**src/rtl/pwm_pkg.sv**
```systemverilog
// pwm_pkg: shared register map and ramp FSM state encoding for the compare-ramp stage.
// Contents: REG_* register addresses, ramp_state_t.
package pwm_pkg;
    localparam int REG_CMP0    = 0;
    localparam int REG_CMP1    = 1;
    localparam int REG_CMP2    = 2;
    localparam int REG_COMMIT  = 3;
    localparam int REG_STEP_LO = 4;
    localparam int REG_STEP_HI = 5;
    typedef enum logic {IDLE, RAMP} ramp_state_t;
endpackage

```
**src/rtl/pwm_cmp_ramp_if.sv**
```systemverilog
// pwm_cmp_ramp_if: register-write bus from the I2C register interface.
// Signals: addr (REGBITS), data (8), valid (one-cycle write strobe).
// Modports: master drives the bus, slave receives it.
interface pwm_cmp_ramp_if #(parameter int REGBITS = 3);
    logic [REGBITS-1:0] addr;
    logic [7:0]         data;
    logic               valid;
    modport master (output addr, data, valid);
    modport slave  (input addr, data, valid);
endinterface

```
**src/rtl/pwm_cmp_stager.sv**
```systemverilog
// pwm_cmp_stager: byte-staging of the scratch compare word and slew step, plus commit strobe.
// Ports: clk, rst_n (async active-low), reg_if (slave register bus),
//        scratch_o (staged compare word), step_o (slew step), commit_o (commit strobe, comb).
module pwm_cmp_stager
    import pwm_pkg::*;
#(
    parameter int                WIDTH    = 19,
    parameter int                REGBITS  = 3,
    parameter int                STEPW    = 16,
    parameter logic [WIDTH-1:0]  CMP_RST  = 19'h50003,
    parameter logic [STEPW-1:0]  STEP_RST = '0
) (
    input  logic                 clk,
    input  logic                 rst_n,
    pwm_cmp_ramp_if.slave        reg_if,
    output logic [WIDTH-1:0]     scratch_o,
    output logic [STEPW-1:0]     step_o,
    output logic                 commit_o
);
    logic [WIDTH-1:0] scratch_q, scratch_d;
    logic [7:0]       step_lo_q, step_lo_d;
    logic [STEPW-1:0] step_q, step_d;
    logic [(1<<REGBITS)-1:0] sel;

    // One-hot decode of the written address; all zero when no write is strobed.
    assign sel = reg_if.valid ? (1 << reg_if.addr) : '0;

    always_comb begin
        scratch_d = scratch_q;
        step_lo_d = step_lo_q;
        step_d    = step_q;
        if (sel[REG_CMP0]) scratch_d[7:0] = reg_if.data;
        if (sel[REG_CMP1]) scratch_d[15:8] = reg_if.data;
        if (sel[REG_CMP2]) scratch_d[WIDTH-1:16] = reg_if.data[WIDTH-17:0];
        if (sel[REG_STEP_LO]) step_lo_d = reg_if.data;
        // High byte write loads the whole step at once so a half-updated step is never used.
        if (sel[REG_STEP_HI]) step_d = STEPW'({reg_if.data, step_lo_q});
    end

    always_ff @(posedge clk or negedge rst_n) begin
        if (!rst_n) begin
            scratch_q <= CMP_RST;
            step_lo_q <= '0;
            step_q    <= STEP_RST;
        end else begin
            scratch_q <= scratch_d;
            step_lo_q <= step_lo_d;
            step_q    <= step_d;
        end
    end

    assign scratch_o = scratch_q;
    assign step_o    = step_q;
    assign commit_o  = sel[REG_COMMIT];
endmodule

```
**src/rtl/pwm_cmp_ramp.sv**
```systemverilog
// pwm_cmp_ramp: slews the PWM compare word toward a committed target once per PWM period.
// Ports: clk, rst_n (async active-low), reg_if (slave register bus), period_tick_i,
//        cmp_o (compare word), busy_o (ramp in progress), done_o (target reached pulse).
// Build option: define CMPRAMP_LIMIT_EN to clamp committed targets to [CMP_MIN, CMP_MAX].
module pwm_cmp_ramp
    import pwm_pkg::*;
#(
    parameter int                WIDTH    = 19,
    parameter int                REGBITS  = 3,
    parameter int                STEPW    = 16,
    parameter logic [WIDTH-1:0]  CMP_RST  = 19'h50003,
    parameter logic [STEPW-1:0]  STEP_RST = '0,
    parameter logic [WIDTH-1:0]  CMP_MIN  = '0,
    parameter logic [WIDTH-1:0]  CMP_MAX  = '1
) (
    input  logic                 clk,
    input  logic                 rst_n,
    pwm_cmp_ramp_if.slave        reg_if,
    input  logic                 period_tick_i,
    output logic [WIDTH-1:0]     cmp_o,
    output logic                 busy_o,
    output logic                 done_o
);
`ifdef CMPRAMP_LIMIT_EN
    localparam bit LIMIT_EN = 1'b1;
`else
    localparam bit LIMIT_EN = 1'b0;
`endif

    logic [WIDTH-1:0] scratch, tgt_new, cmp_q, cmp_d, tgt_q, tgt_d;
    logic [STEPW-1:0] step;
    logic [WIDTH:0]   diff;
    logic             commit, up, done_q, done_d;
    ramp_state_t      state_q, state_d;

    function automatic logic [WIDTH-1:0] clamp(input logic [WIDTH-1:0] x, lo, hi);
        return x < lo ? lo : x > hi ? hi : x;
    endfunction

    pwm_cmp_stager #(
        .WIDTH(WIDTH), .REGBITS(REGBITS), .STEPW(STEPW), .CMP_RST(CMP_RST), .STEP_RST(STEP_RST)
    ) u_stager (
        .clk(clk), .rst_n(rst_n), .reg_if(reg_if),
        .scratch_o(scratch), .step_o(step), .commit_o(commit)
    );

    assign tgt_new = LIMIT_EN ? clamp(scratch, CMP_MIN, CMP_MAX) : scratch;
    assign up      = tgt_q > cmp_q;
    // Distance kept one bit wider than the word so the step comparison cannot wrap.
    assign diff    = up ? {1'b0, tgt_q} - {1'b0, cmp_q} : {1'b0, cmp_q} - {1'b0, tgt_q};

    always_comb begin
        cmp_d   = cmp_q;
        tgt_d   = tgt_q;
        state_d = state_q;
        done_d  = 1'b0;
        if (state_q == RAMP && period_tick_i) begin
            if (step == '0 || diff <= (WIDTH+1)'(step)) begin
                cmp_d   = tgt_q;
                done_d  = 1'b1;
                state_d = IDLE;
            end else begin
                cmp_d = up ? cmp_q + WIDTH'(step) : cmp_q - WIDTH'(step);
            end
        end
        // A commit coinciding with a tick lets the tick finish against the old target first;
        // the ramp decision then compares the new target with the post-tick compare word.
        if (commit) begin
            tgt_d   = tgt_new;
            state_d = tgt_new != cmp_d ? RAMP : IDLE;
        end
    end

    always_ff @(posedge clk or negedge rst_n) begin
        if (!rst_n) begin
            cmp_q   <= CMP_RST;
            tgt_q   <= CMP_RST;
            state_q <= IDLE;
            done_q  <= 1'b0;
        end else begin
            cmp_q   <= cmp_d;
            tgt_q   <= tgt_d;
            state_q <= state_d;
            done_q  <= done_d;
        end
    end

    assign cmp_o  = cmp_q;
    assign busy_o = state_q == RAMP;
    assign done_o = done_q;
endmodule

```
**src/flat_wrapper.sv**
```systemverilog
// flat-port wrapper written by rule: the top's interface ports become plain ports
module pwm_cmp_ramp_flat import pwm_pkg::*;
#(
    parameter int                WIDTH    = 19,
    parameter int                REGBITS  = 3,
    parameter int                STEPW    = 16,
    parameter logic [WIDTH-1:0]  CMP_RST  = 19'h50003,
    parameter logic [STEPW-1:0]  STEP_RST = '0,
    parameter logic [WIDTH-1:0]  CMP_MIN  = '0,
    parameter logic [WIDTH-1:0]  CMP_MAX  = '1
)
  (clk, rst_n, period_tick_i, cmp_o, busy_o, done_o, reg_if_addr, reg_if_data, reg_if_valid);
  pwm_cmp_ramp_if #(.REGBITS(REGBITS)) reg_if_i ();
  input  logic clk;
  input  logic rst_n;
  input  logic period_tick_i;
  output logic [WIDTH-1:0] cmp_o;
  output logic busy_o;
  output logic done_o;
  input wire logic [$bits(reg_if_i.addr)-1:0] reg_if_addr;
  input wire logic [$bits(reg_if_i.data)-1:0] reg_if_data;
  input wire logic [$bits(reg_if_i.valid)-1:0] reg_if_valid;
  assign reg_if_i.addr = reg_if_addr;
  assign reg_if_i.data = reg_if_data;
  assign reg_if_i.valid = reg_if_valid;
  pwm_cmp_ramp #(.WIDTH(WIDTH), .REGBITS(REGBITS), .STEPW(STEPW), .CMP_RST(CMP_RST), .STEP_RST(STEP_RST), .CMP_MIN(CMP_MIN), .CMP_MAX(CMP_MAX)) u_core (.clk(clk), .rst_n(rst_n), .reg_if(reg_if_i), .period_tick_i(period_tick_i), .cmp_o(cmp_o), .busy_o(busy_o), .done_o(done_o));
endmodule
```
**config.mk**
```make
export PLATFORM = sky130hd
export DESIGN_NAME = pwm_cmp_ramp_flat
export DESIGN_NICKNAME = d
export VERILOG_FILES = /design/src/rtl/pwm_pkg.sv /design/src/rtl/pwm_cmp_ramp_if.sv /design/src/rtl/pwm_cmp_stager.sv /design/src/rtl/pwm_cmp_ramp.sv /design/src/flat_wrapper.sv
export SDC_FILE = /design/constraint.sdc
export NUM_CORES = 1
export LEC_CHECK = 0
export CAP_MARGIN = 0
export CORE_AREA = 2 2 122 124
export CTS_BUF_LIST = sky130_fd_sc_hd__clkbuf_4 sky130_fd_sc_hd__clkbuf_8
export CTS_CLUSTER_DIAMETER = 100
export DETAILED_ROUTE_END_ITERATION = 10
export DIE_AREA = 0 0 124 126
export PLACE_DENSITY = 0.82
export SLEW_MARGIN = 5
export SYNTH_ARGS = -nofsm -noshare
export SYNTH_HDL_FRONTEND = slang
export SYNTH_HIERARCHICAL = 1
export SYNTH_SLANG_ARGS = --single-unit
export TNS_END_PERCENT = 30
```
**constraint.sdc**
```tcl
create_clock -name clk -period 8.19 [get_ports clk]
set_input_delay 2.0475 -clock clk [delete_from_list [all_inputs] [get_ports clk]]
set_output_delay 2.0475 -clock clk [all_outputs]
set_load 0.01 [all_outputs]
```
* Word-level counts from Yosys, hierarchy flattened
Index checks and enable logic that the tools add are counted.
** Storage, ports and cells
- Flip-flop bits (word level) :: 83
- Latch bits :: 0
- Bits in writable memories :: 0
- ROM bits :: 0
- Input port bits :: 15
- Output and inout port bits :: 21
- Logic and storage cells :: 34
- Memories :: 0
** Cells by class
- $add $sub $neg :: 4
- Multiply operators :: 0
- Div/mod/pow operators :: 0
- Magnitude comparators :: 2
- Equality and inequality tests :: 1
- Shift operators :: 1
- Muxes and demuxes :: 11
- Bitwise gates (word level) :: 0
- Reductions and logical operators :: 6
** Operator list (number)
- $mux W19 :: 3
- $sub A19 B19 Y20 :: 2
- $le A20 B16 Y1 :: 1
- $mux W20 :: 1
- $add A19 B16 Y19 :: 1
- $gt A19 B19 Y1 :: 1
- $ne A19 B19 Y1 :: 1
- $sub A19 B16 Y19 :: 1
- $logic_not A16 Y1 :: 1
- $mux W1 :: 6
- $mux W6 :: 1
- $shl A1 B3 Y6 const A :: 1
- $reduce_bool A2 Y1 :: 2
- $reduce_and A2 Y1 :: 1
- $logic_and A1 B1 Y1 :: 1
- $logic_or A1 B1 Y1 :: 1

* Longest topological paths before layout
- Depth after elaboration :: 9
- Depth in mapped cells :: 27
- Gate-level depth less buffers :: 25

* By module
The synthesis kept the hierarchy.
** By module, submodules not included
- pwm_cmp_ramp :: instances 1, cells each 780, area each 6067.1 um^2, seq. area each 1011.0 um^2
- pwm_cmp_stager :: instances 1, cells each 95, area each 1669.1 um^2, seq. area each 1081.0 um^2

* Worst setup path before layout
No wires, ideal clock.
- Path type :: reg2reg
- From :: reg u_core.cmp_q[0], in the netlist u_core/cmp_o[0]
- To :: reg u_core.state_q, in the netlist u_core/busy_o
- Library setup time :: 138 ps
- Data arrival time :: 6286 ps
- Required time :: 8052 ps
- Path slack :: 1766 ps
- Cell stages (with the launch flop) :: 25
- Path buffers :: 3
- Period minus slack after synthesis :: 6424 ps
- Cell sequence :: dfstp_2 > ha_1 > inv_1 > fa_1 > a21o_1 > a221o_1 > a221oi_4 > a2bb2oi_2 > clkbuf_1 > clkbuf_1 > clkbuf_1 > a21oi_1 > xnor2_1 > ha_1 > a21oi_1 > nor2_1 > a2111oi_0 > a31oi_1 > or2_2 > o311ai_0 > xnor2_1 > nor2_1 > o31a_1 > o41ai_1 > o41ai_1
** Between the ends
- Cells in the longest elaborated chain, start to end :: 9
- Elaborated cells between the ends (all ways) :: 16
- Those cells by class :: 4 x add/sub; 2 x order compare; 1 x eq/ne; 6 x mux; 3 x reduce/logical
** RTL lines
- start, declared :: line pwm_cmp_ramp.sv:30 : logic [WIDTH-1:0] scratch, tgt_new, cmp_q, cmp_d, tgt_q, tgt_d;
- start signal, assigned :: line pwm_cmp_ramp.sv:81 : cmp_q <= cmp_d;
- $sub A19 B19 Y20 or $gt A19 B19 Y1 (tied branches) :: line pwm_cmp_ramp.sv:50, pwm_cmp_ramp.sv:48
- $mux W20 :: line pwm_cmp_ramp.sv:50 : assign diff = up ? {1'b0, tgt_q} - {1'b0, cmp_q} : {1'b0, cmp_q} - {1'b0, tgt_q};
- $le A20 B16 Y1 :: line pwm_cmp_ramp.sv:58 : if (step == '0 || diff <= (WIDTH+1)'(step)) begin
- $logic_or A1 B1 Y1 :: line pwm_cmp_ramp.sv:58
- $mux W19 :: line pwm_cmp_ramp.sv:58
- $mux W19 :: line pwm_cmp_ramp.sv:57 : if (state_q == RAMP && period_tick_i) begin
- $ne A19 B19 Y1 :: line pwm_cmp_ramp.sv:70 : state_d = tgt_new != cmp_d ? RAMP : IDLE;
- $mux W1 :: line pwm_cmp_ramp.sv:70
- $mux W1 :: line pwm_cmp_ramp.sv:68 : if (commit) begin
- end signal, assigned :: line pwm_cmp_ramp.sv:83 : state_q <= state_d;
- end, declared :: line pwm_cmp_ramp.sv:34 : ramp_state_t state_q, state_d;
Several ways; a longest one is shown, not always the timed one.
A chain may end at the register's enable or synchronous reset.

* Worst setup path after layout
Ends and elaborated chain as after synthesis.

==> impl_metrics.env <==
export IMPL_path_clk_slew_ps=90
export IMPL_port_buffers=35
export IMPL_cts_setup_buffers=0
export IMPL_antennaDiodeCount=0
export IMPL_slew_headroom_pct=32.21
export IMPL_cts_buffer_depth=2
export IMPL_rsz0062_at_grt="no"
export IMPL_tritoncts="yes"
export IMPL_syn_avg_cell_area_um2=8.841
export IMPL_clkSinkCount=83
export IMPL_crit_arrival_ps=7640
export IMPL_hold_viol=0
export IMPL_globalRouteMet1Util_pct=41.63
export IMPL_finalCriticalPeriod_ps=7374
export IMPL_syn_nets=966
export IMPL_path_cells="ha_1, inv_1, fa_1, a21o_1, a221o_1, a221oi_4, a2bb2oi_4, nand2_1, o21ai_0, o221ai_1, a221oi_1, xnor2_1, ha_1, a21oi_1, o21a_1, o211ai_1, o31ai_1, o211ai_1, nor4b_2, nor2_4, and4b_1, nor4_2, nor4_1, o41ai_1"
export IMPL_fin_worst_skew_ps=14.93
export IMPL_synth_seq_cells=83
export IMPL_synth_top_area_share_pct=22.97
export IMPL_drc=0
export IMPL_start_util_pct=54.05
export IMPL_slew_violations=0
export IMPL_cts_buffers=9
export IMPL_cp_num_buf_inv=1
export IMPL_synth_top_flop_cell="dfrtp_1"
export IMPL_cp_data_required_time_ps=8460
export IMPL_overflow=0
export IMPL_htree_levels=3
export IMPL_grt_max_degree=77
export IMPL_synth_edf_count=0
export IMPL_areaGrowthSynthToFinish_pct=8.539
export IMPL_setup_violations=0
export IMPL_synth_top_area_cell="dfrtp_1"
export IMPL_cp_slowest_cell="nor4b_2"
export IMPL_hold_worst_slack_ps=506.6
export IMPL_post_drt_wl_per_cell_um=21.31
export IMPL_viasPerCell=6.426
export IMPL_drt_iter0_markers=786
export IMPL_ant_nets=0
export IMPL_synth_cell_area_mm2=0.007736
export IMPL_grt_met3_usage_pct=3.804
export IMPL_post_route_period_util_pct=90.04
export IMPL_fillCellCount=1282
export IMPL_final_nets=976
export IMPL_max_stage_delay_ps=770
export IMPL_num_rows=44
export IMPL_cp_max_fo=37
export IMPL_grt_busiest_layer="met2"
export IMPL_cts_resized=0
export IMPL_critical_path_top_delay_family="compound AO/OA/AOI/OAI gates"
export IMPL_tns_ps=0
export IMPL_place_hpwl_um=18050
export IMPL_track_usage_pct=29.97
export IMPL_synth_cells=875
export IMPL_layout_drive_gt1_share_pct=11.57
export IMPL_synthTopCellsByArea="dfrtp_1 (23%), ha_1 (12%), mux2_2 (6.7%), xnor2_1 (5.8%), a21oi_1 (4.2%)"
export IMPL_crit_type="register to register"
export IMPL_die_x_um=124
export IMPL_hp_class="register to register"
export IMPL_seq_area_mm2=0.002092
export IMPL_cap_violations=0
export IMPL_yosysWarnings=6
export IMPL_status="finished, final reports clean"
export IMPL_antenna_found_initial=0
export IMPL_num_io_pins=36
export IMPL_clk_latency_ps=370
export IMPL_use_met2_pct=46.51
export IMPL_multi_input_area_mm2=0.005207
export IMPL_tightest_slew_ps=1014
export IMPL_grt_pass1_wl_um=35650
export IMPL_grt_pass1_vias=6476
export IMPL_cp_end_kind="register"
export IMPL_gp_congestion=0.9311
export IMPL_cts_root_buffer="clkbuf_8"
export IMPL_cts_hold_buf=0
export IMPL_first_pass_iters=6
export IMPL_yosysUniqueCellTypes=79
export IMPL_fp_coreArea_mm2=0.01431
export IMPL_vias=6902
export IMPL_fmax_mhz=135.6
export IMPL_setup_worst_path_start_class="register"
export IMPL_die_h_um=126
export IMPL_synth_seq_area_share_pct=27.04
export IMPL_utilization_pct=58.66
export IMPL_die_area_mm2=0.01562
export IMPL_async_flop_share_pct=100.0
export IMPL_drt_total_wl_um=22890
[final timing paths]
check	from	endpoint	slack [ps]	depth (start not counted)
worst min register to register	u_core/u_stager/step_lo_q[3]	u_core/u_stager/step_lo_q[3]	510	1
max in group asynchronous	rst_n	u_core/tgt_q[8]	5520	2
min in group asynchronous	rst_n	u_core/u_stager/scratch_o[14]	1480	1
worst max register to register	u_core/cmp_o[0]	u_core/busy_o	820	24
worst max-delay path	u_core/cmp_o[0]	u_core/busy_o	820	24
worst min-delay path	u_core/u_stager/step_lo_q[3]	u_core/u_stager/step_lo_q[3]	510	1
[layer usage]
| metal | up-vias | wire [um] |
|---|---|---|
| li1 | 3217 | - |
| met1 | 3295 | 9685 |
| met2 | 315 | 10350 |
| met3 | 75 | 1747 |
| met4 | 0 | 1102 |
| met5 | - | 0 |
[synthesized netlist by cell type, types with 14 or more instances]
master,n
a21o_1,15
a21oi_1,65
clkbuf_1,23
dfrtp_1,71
ha_1,73
inv_1,74
mux2_2,46
mux2i_1,26
nand2_1,69
nand3_1,14
nand4_1,18
nor2_1,30
o21ai_0,65
xnor2_1,51
xor2_1,23
[state kept, by name (all words and copies together), names as in the netlist]
register / flops
u_core/cmp_o: 19
u_core/u_stager/step_o: 16
u_core/u_stager/step_lo_q: 8
u_core/done_o: 1
u_core/busy_o: 1
u_core/u_stager/scratch_o: 19
u_core/tgt_q: 19
[kinds of logic after synthesis]
family / synth area share, %
AO/OA/AOI/OAI: 20.78
XOR/XNOR: 8.960
adder cells (fa/ha/maj): 12.58
buffers and inverters: 5.790
flip-flops: 27.04
multiplexers: 10.06
AND/OR/NAND/NOR: 14.78
[cell usage in the layout (no fill, tap or decap), types with 4 or more instances in the layout]
cell type        count
a211o_1              4
o21a_1               9
buf_4                4
clkdlybuf4s50_1     34
xor2_1              23
or3_1                6
clkbuf_8             9
a221o_1              4
nor3_1              11
o21ai_0             65
nor2_1              30
a21oi_1             65
xnor2_1             51
or2_2                5
and4_1               9
o211ai_1             8
and2_1               6
nand2_1             69
a31oi_1             12
dfstp_2             12
nor2b_1              4
inv_1               74
mux2_2              46
and3_1              12
ha_1                73
nand3_1             14
a211oi_1             5
nand4_1             18
o2111ai_1            4
mux2i_1             26
o22ai_1              7
a21o_1              15
nor4_1              10
dfrtp_1             71
[per-stage QoR]
step | area (um2) | setup WS, ps | std cells
3_3_place_gp | 8178 | 1254 | 1058
3_5_place_dp | 8178 | 922.8 | 1058
5_1_grt | 8397 | 351.4 | 1074
4_1_cts | 8397 | 900.7 | 1074
6_report | 8397 | 816.0 | 1074
2_1_floorplan | 7736 | 1766 | 875
[layout make-up]
type | instances | share of cell area [%]
Clock buffer | 10 | 1.565
Clock inverter | 6 | 1.043
Sequential cell | 83 | 24.91
Multi-Input combinational cell | 679 | 62.02
Inverter | 74 | 3.308
Timing Repair Buffer | 38 | 4.411
Tap cell | 184 | 2.742
Power is left out: the tool's default activity adds up to more than one toggle a clock period on the data nets, which glitch-free logic cannot reach.
